## config.mk

```make
export PLATFORM = sky130hd
export DESIGN_NAME = lut3d_trilinear_interp_flat
export DESIGN_NICKNAME = d
export VERILOG_FILES = /design/src/rtl/lut3d_trilinear_interp_if.sv /design/src/rtl/lut3d_trilinear_interp.sv /design/src/flat_wrapper.sv
export SDC_FILE = /design/constraint.sdc
export NUM_CORES = 2
export LEC_CHECK = 0
export CAP_MARGIN = 20
export CORE_AREA = 2 2 339 341
export DETAILED_ROUTE_END_ITERATION = 8
export DIE_AREA = 0 0 341 343
export PLACE_DENSITY_LB_ADDON = 0.08
export SYNTH_ARGS = -nofsm -noshare
export SYNTH_HDL_FRONTEND = slang
export SYNTH_SLANG_ARGS = --single-unit
```

## constraint.sdc

```tcl
create_clock -name clk -period 5.3 [get_ports clk]
set_clock_uncertainty 0.2 [all_clocks]
set_input_delay 1.06 -clock clk [delete_from_list [all_inputs] [get_ports clk]]
set_output_delay 1.06 -clock clk [all_outputs]
set_load 0.02 [all_outputs]
```

## src/rtl/lut3d_trilinear_interp_if.sv

```systemverilog
// Pixel stream into and out of the trilinear interpolator.
// master drives corners/fractions and consumes the result; slave is the interpolator.
interface lut3d_trilinear_interp_if #(
    parameter int unsigned LUT_CD   = 8,
    parameter int unsigned FRAC_BIT = 3,
    parameter int unsigned USER_W   = 4
);
    logic                          i_valid;
    logic [7:0][3*LUT_CD-1:0]      i_nbr;
    logic [FRAC_BIT-1:0]           i_frac_r;
    logic [FRAC_BIT-1:0]           i_frac_g;
    logic [FRAC_BIT-1:0]           i_frac_b;
    logic [USER_W-1:0]             i_user;
    logic                          o_valid;
    logic [3*LUT_CD-1:0]           o_data;
    logic [USER_W-1:0]             o_user;

    modport master (
        output i_valid, i_nbr, i_frac_r, i_frac_g, i_frac_b, i_user,
        input  o_valid, o_data, o_user
    );

    modport slave (
        input  i_valid, i_nbr, i_frac_r, i_frac_g, i_frac_b, i_user,
        output o_valid, o_data, o_user
    );
endinterface

```

## src/rtl/lut3d_trilinear_interp.sv

```systemverilog
// Trilinear interpolation of 8 LUT lattice corners: R-lerps, then G-lerps, then one B-lerp,
// one register stage each, 3-cycle latency, one pixel per clock, no backpressure.
module lut3d_trilinear_interp #(
    parameter int unsigned LUT_CD   = 8,
    parameter int unsigned FRAC_BIT = 3,
    parameter int unsigned USER_W   = 4
) (
    input logic                      clk,
    input logic                      rstn,
    lut3d_trilinear_interp_if.slave  bus
);
    localparam int unsigned EW = 3 * LUT_CD;
    localparam int unsigned IW = LUT_CD + FRAC_BIT + 1;
    localparam logic [IW-1:0] ONE  = IW'(1) << FRAC_BIT;
    localparam logic [IW-1:0] HALF = IW'(1) << (FRAC_BIT - 1);

    // Half-up rounded lerp. f==0 must return a untouched: b is don't-care from the RAM stage
    // when the lattice index sits on the last grid point.
    function automatic logic [LUT_CD-1:0] lerp(input logic [LUT_CD-1:0]   a,
                                               input logic [LUT_CD-1:0]   b,
                                               input logic [FRAC_BIT-1:0] f);
        logic [IW-1:0] acc;
        acc = IW'(a) * (ONE - IW'(f)) + IW'(b) * IW'(f) + HALF;
        if (f == '0) begin
            lerp = a;
        end else begin
            lerp = LUT_CD'(acc >> FRAC_BIT);
        end
    endfunction

    logic [3:0][EW-1:0]  s1_d, s1_q;
    logic [FRAC_BIT-1:0] s1_fg_q, s1_fb_q;
    logic [USER_W-1:0]   s1_user_q;
    logic                s1_valid_q;

    logic [1:0][EW-1:0]  s2_d, s2_q;
    logic [FRAC_BIT-1:0] s2_fb_q;
    logic [USER_W-1:0]   s2_user_q;
    logic                s2_valid_q;

    logic [EW-1:0]       s3_d, s3_q;
    logic [USER_W-1:0]   s3_user_q;
    logic                s3_valid_q;

    // Stage 1 next-state: R-lerps between corner pairs differing only in the R index bit.
    always_comb begin
        s1_d = '0;
        for (int k = 0; k < 4; k++) begin
            for (int c = 0; c < 3; c++) begin
                s1_d[k][c*LUT_CD +: LUT_CD] = lerp(bus.i_nbr[2*k][c*LUT_CD +: LUT_CD],
                                                   bus.i_nbr[2*k+1][c*LUT_CD +: LUT_CD],
                                                   bus.i_frac_r);
            end
        end
    end

    // Stage 2 next-state: G-lerps between the R results.
    always_comb begin
        s2_d = '0;
        for (int k = 0; k < 2; k++) begin
            for (int c = 0; c < 3; c++) begin
                s2_d[k][c*LUT_CD +: LUT_CD] = lerp(s1_q[2*k][c*LUT_CD +: LUT_CD],
                                                   s1_q[2*k+1][c*LUT_CD +: LUT_CD],
                                                   s1_fg_q);
            end
        end
    end

    // Stage 3 next-state: final B-lerp.
    always_comb begin
        s3_d = '0;
        for (int c = 0; c < 3; c++) begin
            s3_d[c*LUT_CD +: LUT_CD] = lerp(s2_q[0][c*LUT_CD +: LUT_CD],
                                            s2_q[1][c*LUT_CD +: LUT_CD],
                                            s2_fb_q);
        end
    end

    // Valid chain always advances so bubbles travel through unchanged.
    always_ff @(posedge clk or negedge rstn) begin
        if (!rstn) begin
            s1_valid_q <= 1'b0;
            s2_valid_q <= 1'b0;
            s3_valid_q <= 1'b0;
        end else begin
            s1_valid_q <= bus.i_valid;
            s2_valid_q <= s1_valid_q;
            s3_valid_q <= s2_valid_q;
        end
    end

    // Stage 1 data: loads only on a valid pixel, holds otherwise.
    always_ff @(posedge clk or negedge rstn) begin
        if (!rstn) begin
            s1_q      <= '0;
            s1_fg_q   <= '0;
            s1_fb_q   <= '0;
            s1_user_q <= '0;
        end else if (bus.i_valid) begin
            s1_q      <= s1_d;
            s1_fg_q   <= bus.i_frac_g;
            s1_fb_q   <= bus.i_frac_b;
            s1_user_q <= bus.i_user;
        end
    end

    // Stage 2 data: loads only when stage 1 holds a valid pixel.
    always_ff @(posedge clk or negedge rstn) begin
        if (!rstn) begin
            s2_q      <= '0;
            s2_fb_q   <= '0;
            s2_user_q <= '0;
        end else if (s1_valid_q) begin
            s2_q      <= s2_d;
            s2_fb_q   <= s1_fb_q;
            s2_user_q <= s1_user_q;
        end
    end

    // Output registers: load only when stage 2 holds a valid pixel.
    always_ff @(posedge clk or negedge rstn) begin
        if (!rstn) begin
            s3_q      <= '0;
            s3_user_q <= '0;
        end else if (s2_valid_q) begin
            s3_q      <= s3_d;
            s3_user_q <= s2_user_q;
        end
    end

    assign bus.o_valid = s3_valid_q;
    assign bus.o_data  = s3_q;
    assign bus.o_user  = s3_user_q;
endmodule
```

## src/flat_wrapper.sv

```systemverilog
// flat-port wrapper written by rule: the top's interface ports become plain ports
module lut3d_trilinear_interp_flat 
#(
    parameter int unsigned LUT_CD   = 8,
    parameter int unsigned FRAC_BIT = 3,
    parameter int unsigned USER_W   = 4
)
  (clk, rstn, bus_i_valid, bus_i_nbr, bus_i_frac_r, bus_i_frac_g, bus_i_frac_b, bus_i_user, bus_o_valid, bus_o_data, bus_o_user);
  lut3d_trilinear_interp_if #(.LUT_CD(LUT_CD), .FRAC_BIT(FRAC_BIT), .USER_W(USER_W)) bus_i ();
  input logic clk;
  input logic rstn;
  input wire logic [$bits(bus_i.i_valid)-1:0] bus_i_valid;
  input wire logic [$bits(bus_i.i_nbr)-1:0] bus_i_nbr;
  input wire logic [$bits(bus_i.i_frac_r)-1:0] bus_i_frac_r;
  input wire logic [$bits(bus_i.i_frac_g)-1:0] bus_i_frac_g;
  input wire logic [$bits(bus_i.i_frac_b)-1:0] bus_i_frac_b;
  input wire logic [$bits(bus_i.i_user)-1:0] bus_i_user;
  output wire logic [$bits(bus_i.o_valid)-1:0] bus_o_valid;
  output wire logic [$bits(bus_i.o_data)-1:0] bus_o_data;
  output wire logic [$bits(bus_i.o_user)-1:0] bus_o_user;
  assign bus_i.i_valid = bus_i_valid;
  assign bus_i.i_nbr = bus_i_nbr;
  assign bus_i.i_frac_r = bus_i_frac_r;
  assign bus_i.i_frac_g = bus_i_frac_g;
  assign bus_i.i_frac_b = bus_i_frac_b;
  assign bus_i.i_user = bus_i_user;
  assign bus_o_valid = bus_i.o_valid;
  assign bus_o_data = bus_i.o_data;
  assign bus_o_user = bus_i.o_user;
  lut3d_trilinear_interp #(.LUT_CD(LUT_CD), .FRAC_BIT(FRAC_BIT), .USER_W(USER_W)) u_core (.clk(clk), .rstn(rstn), .bus(bus_i));
endmodule
```

==> out/qor.yml <==
layout:
  multi_input_area_um2: 38900
  n_fill_cell: 10755
  fin_nets: 7078
  drive_gt1_share_pct: 18.1
  final_area_um2: 56600
  fin_cells: 7060
  areaGrowthSynthToFinish_pct: 25.4
  mostFrequentLayoutCell: "and2_1"
  seqCellArea_um2: 4810
  layout_common_cells: "and2_1, inv_1, fa_1, ha_1, buf_4"
  final_core_util_pct: 49.9
synthesis:
  async_flop_share_pct: 100
  synthCells: 4871
  syn_nets: 6422
  synth_edf_count: 0
  synth.distinct_cells: 48
  synth_top_flop_cell: "dfrtp_1"
  netlist_area_um2: 45100
  avgSynthCellArea_um2: 9.26
  ys_ff_latch: 192
  synth_warnings: 0
  yosysSeqAreaShare_pct: 10.6
floorplanning:
  rows: 124
  die_h_um: 343
  core_region_area_um2: 113000
  die_area_um2: 117000
  io_pins: 237
  die_w_um: 341
  initial_utilization_pct: 39.8
grt:
  grt_first_pass_wirelength_um: 201000
  grt_max_degree: 82
  track_usage_pct: 22.0
  gr-total-overflow: 0
  antenna_found_initial: 10
  grt_pass1_vias: 35972
timing:
  fin_ws_ps: -15.7
  setup_violations: 4
  maxSlewViolCount: 0
  max_slew_margin_pct: 50.6
  worst-slew-pin-transition_ps: 741
  hold_viol: 0
  finalCritPeriodShare_pct: 100
  max_freq_ghz: 0.188
  rsz0062_at_grt: "true"
  period_needed_ps: 5320
  tns_ps: -30.4
drt:
  drtIter0Drc: 1352
  drc: 0
  viasPerCell: 4.84
  drt_pass1_iterations: 5
  via_count: 34162
  ant_nets: 0
  drt-total-wl_um: 128000
  routedWlPerCell_um: 18.2
worst_setup_path:
  cp-end-kind: "register"
  required_ps: 5470
  crit_type: "in -> reg"
  worstPathArrival_ps: 5490
  cp-start-kind: "primary input"
  crit_fanout: 25
place:
  placed_cell_area_um2: 53400
  hpwl_um: 104000
  place.gp.congestion: 0.829
  place_inst: 6974
  portBuffers: 236
clock_network:
  numCtsBuffers: 17
  clockBufferDepth: 2
  cts_tree: "yes"
  htreeDepth: 4
  clk_latency_ps: 520
  root_buffer: "clkbuf_16"
  cts.sinks: 192
  path_clk_slew_ps: 80
job:
  drv_cap: 0
outcome:
  outcome: "finished with violations"
  violations: "setup timing"
hold_path:
  min_path_type: "in -> async"
## cells in the mapped netlist (all sizes together) (22+ instances only)
library cell / count / share of area, %
a21oi: 262 / 2.9
and2: 936 / 13
buf: 28 / 0.33
clkbuf: 161 / 1.3
dfrtp: 192 / 11
fa: 694 / 31
ha: 649 / 18
inv: 769 / 6.4
mux2: 36 / 0.90
mux2i: 63 / 1.4
nand2: 322 / 2.7
nand3: 32 / 0.35
nand3b: 31 / 0.52
nor2: 168 / 1.4
nor3: 22 / 0.29
o21ai: 109 / 1.2
o221ai: 30 / 0.58
xnor2: 134 / 2.6
xor2: 63 / 1.2
## timing repair
action                     CTS  global route
buffers inserted            17            21
hold endpoints to repair     0             0
setup endpoints to repair   74           114
gates cloned                 4             6
resized for setup           72           290
hold buffers                 0             0
pin swaps                   56           259
## cell families after synthesis
| kind of cell | count (synthesis) | synth area share, % |
|---|---|---|
| buffers and inverters | 959 | 8.07 |
| AO/OA/AOI/OAI | 479 | 6.07 |
| flip-flops | 192 | 10.6 |
| multiplexers | 99 | 2.30 |
| AND/OR/NAND/NOR | 1584 | 19.4 |
| XOR/XNOR | 215 | 4.72 |
| adder cells (fa/ha/maj) | 1343 | 48.8 |
## per-layer routing
| layer | GRT usage, % | share of wire [%] | vias up |
|---|---|---|---|
| li1 | - | - | 16640 |
| met1 | 33.0 | 51 | 17075 |
| met2 | 35.0 | 45 | 392 |
| met3 | 2.07 | 2.9 | 53 |
| met4 | 3.16 | 0.92 | 2 |
| met5 | 0 | 0.0062 | - |
## worst max-delay path, cell delays in order
cell      delay [ps]
buf_8            100
buf_4            170
buf_12           160
buf_12           170
and2_1           160
fa_1             530
inv_1             50
fa_1             470
inv_1             50
fa_1             500
fa_1             430
ha_1             330
ha_4             280
nand2_1           60
o211ai_1         250
a21oi_1          130
xnor2_1          140
mux2i_1          180
buf_4            170
a21oi_1           60
## metrics by stage
step           setup WS, ps  hold slack [ps]
2_1_floorplan          -792              170
3_3_place_gp           -730              285
3_5_place_dp           -758              275
4_1_cts               -19.8              310
5_1_grt                -142              323
6_report              -15.7              285
## flip-flops by register name (all words and copies together) (netlist names)
signal / count
u_core.bus.o_valid: 1
u_core.s2_fb_q: 3
u_core.bus.o_data: 24
u_core.s1_fb_q: 3
u_core.s2_q: 48
u_core.bus.o_user: 4
u_core.s2_valid_q: 1
u_core.s1_valid_q: 1
u_core.s2_user_q: 4
u_core.s1_q: 96
u_core.s1_fg_q: 3
u_core.s1_user_q: 4
## path summary, 6_finish.rpt
kind	start	to	slack [ps]	cells past startpoint
worst max-delay path	bus_i_frac_r[0]	u_core.s1_q[13]	-20	20
worst min-delay path	rstn	u_core.s2_q[10]	280	1
worst max register to register	u_core.s1_fg_q[1]	u_core.s2_q[20]	20	20
worst min register to register	u_core.bus.o_data[4]	u_core.bus.o_data[4]	300	2
max in group asynchronous	rstn	u_core.s2_q[42]	3660	2
min in group clk	u_core.bus.o_data[4]	u_core.bus.o_data[4]	300	2
## area by class of cell
class	count	share of cell area (%)
tap	1512	3.34
sequential	192	8.50
antenna	8	0.0354
clock inverter	13	0.270
multi-input combinational	3720	68.7
clock buffer	19	0.783
inverter	770	5.12
timing repair buffer	826	13.3
Power is not shown: default switching activity piles up to over one toggle a cycle in this logic, so the estimate is an artifact.
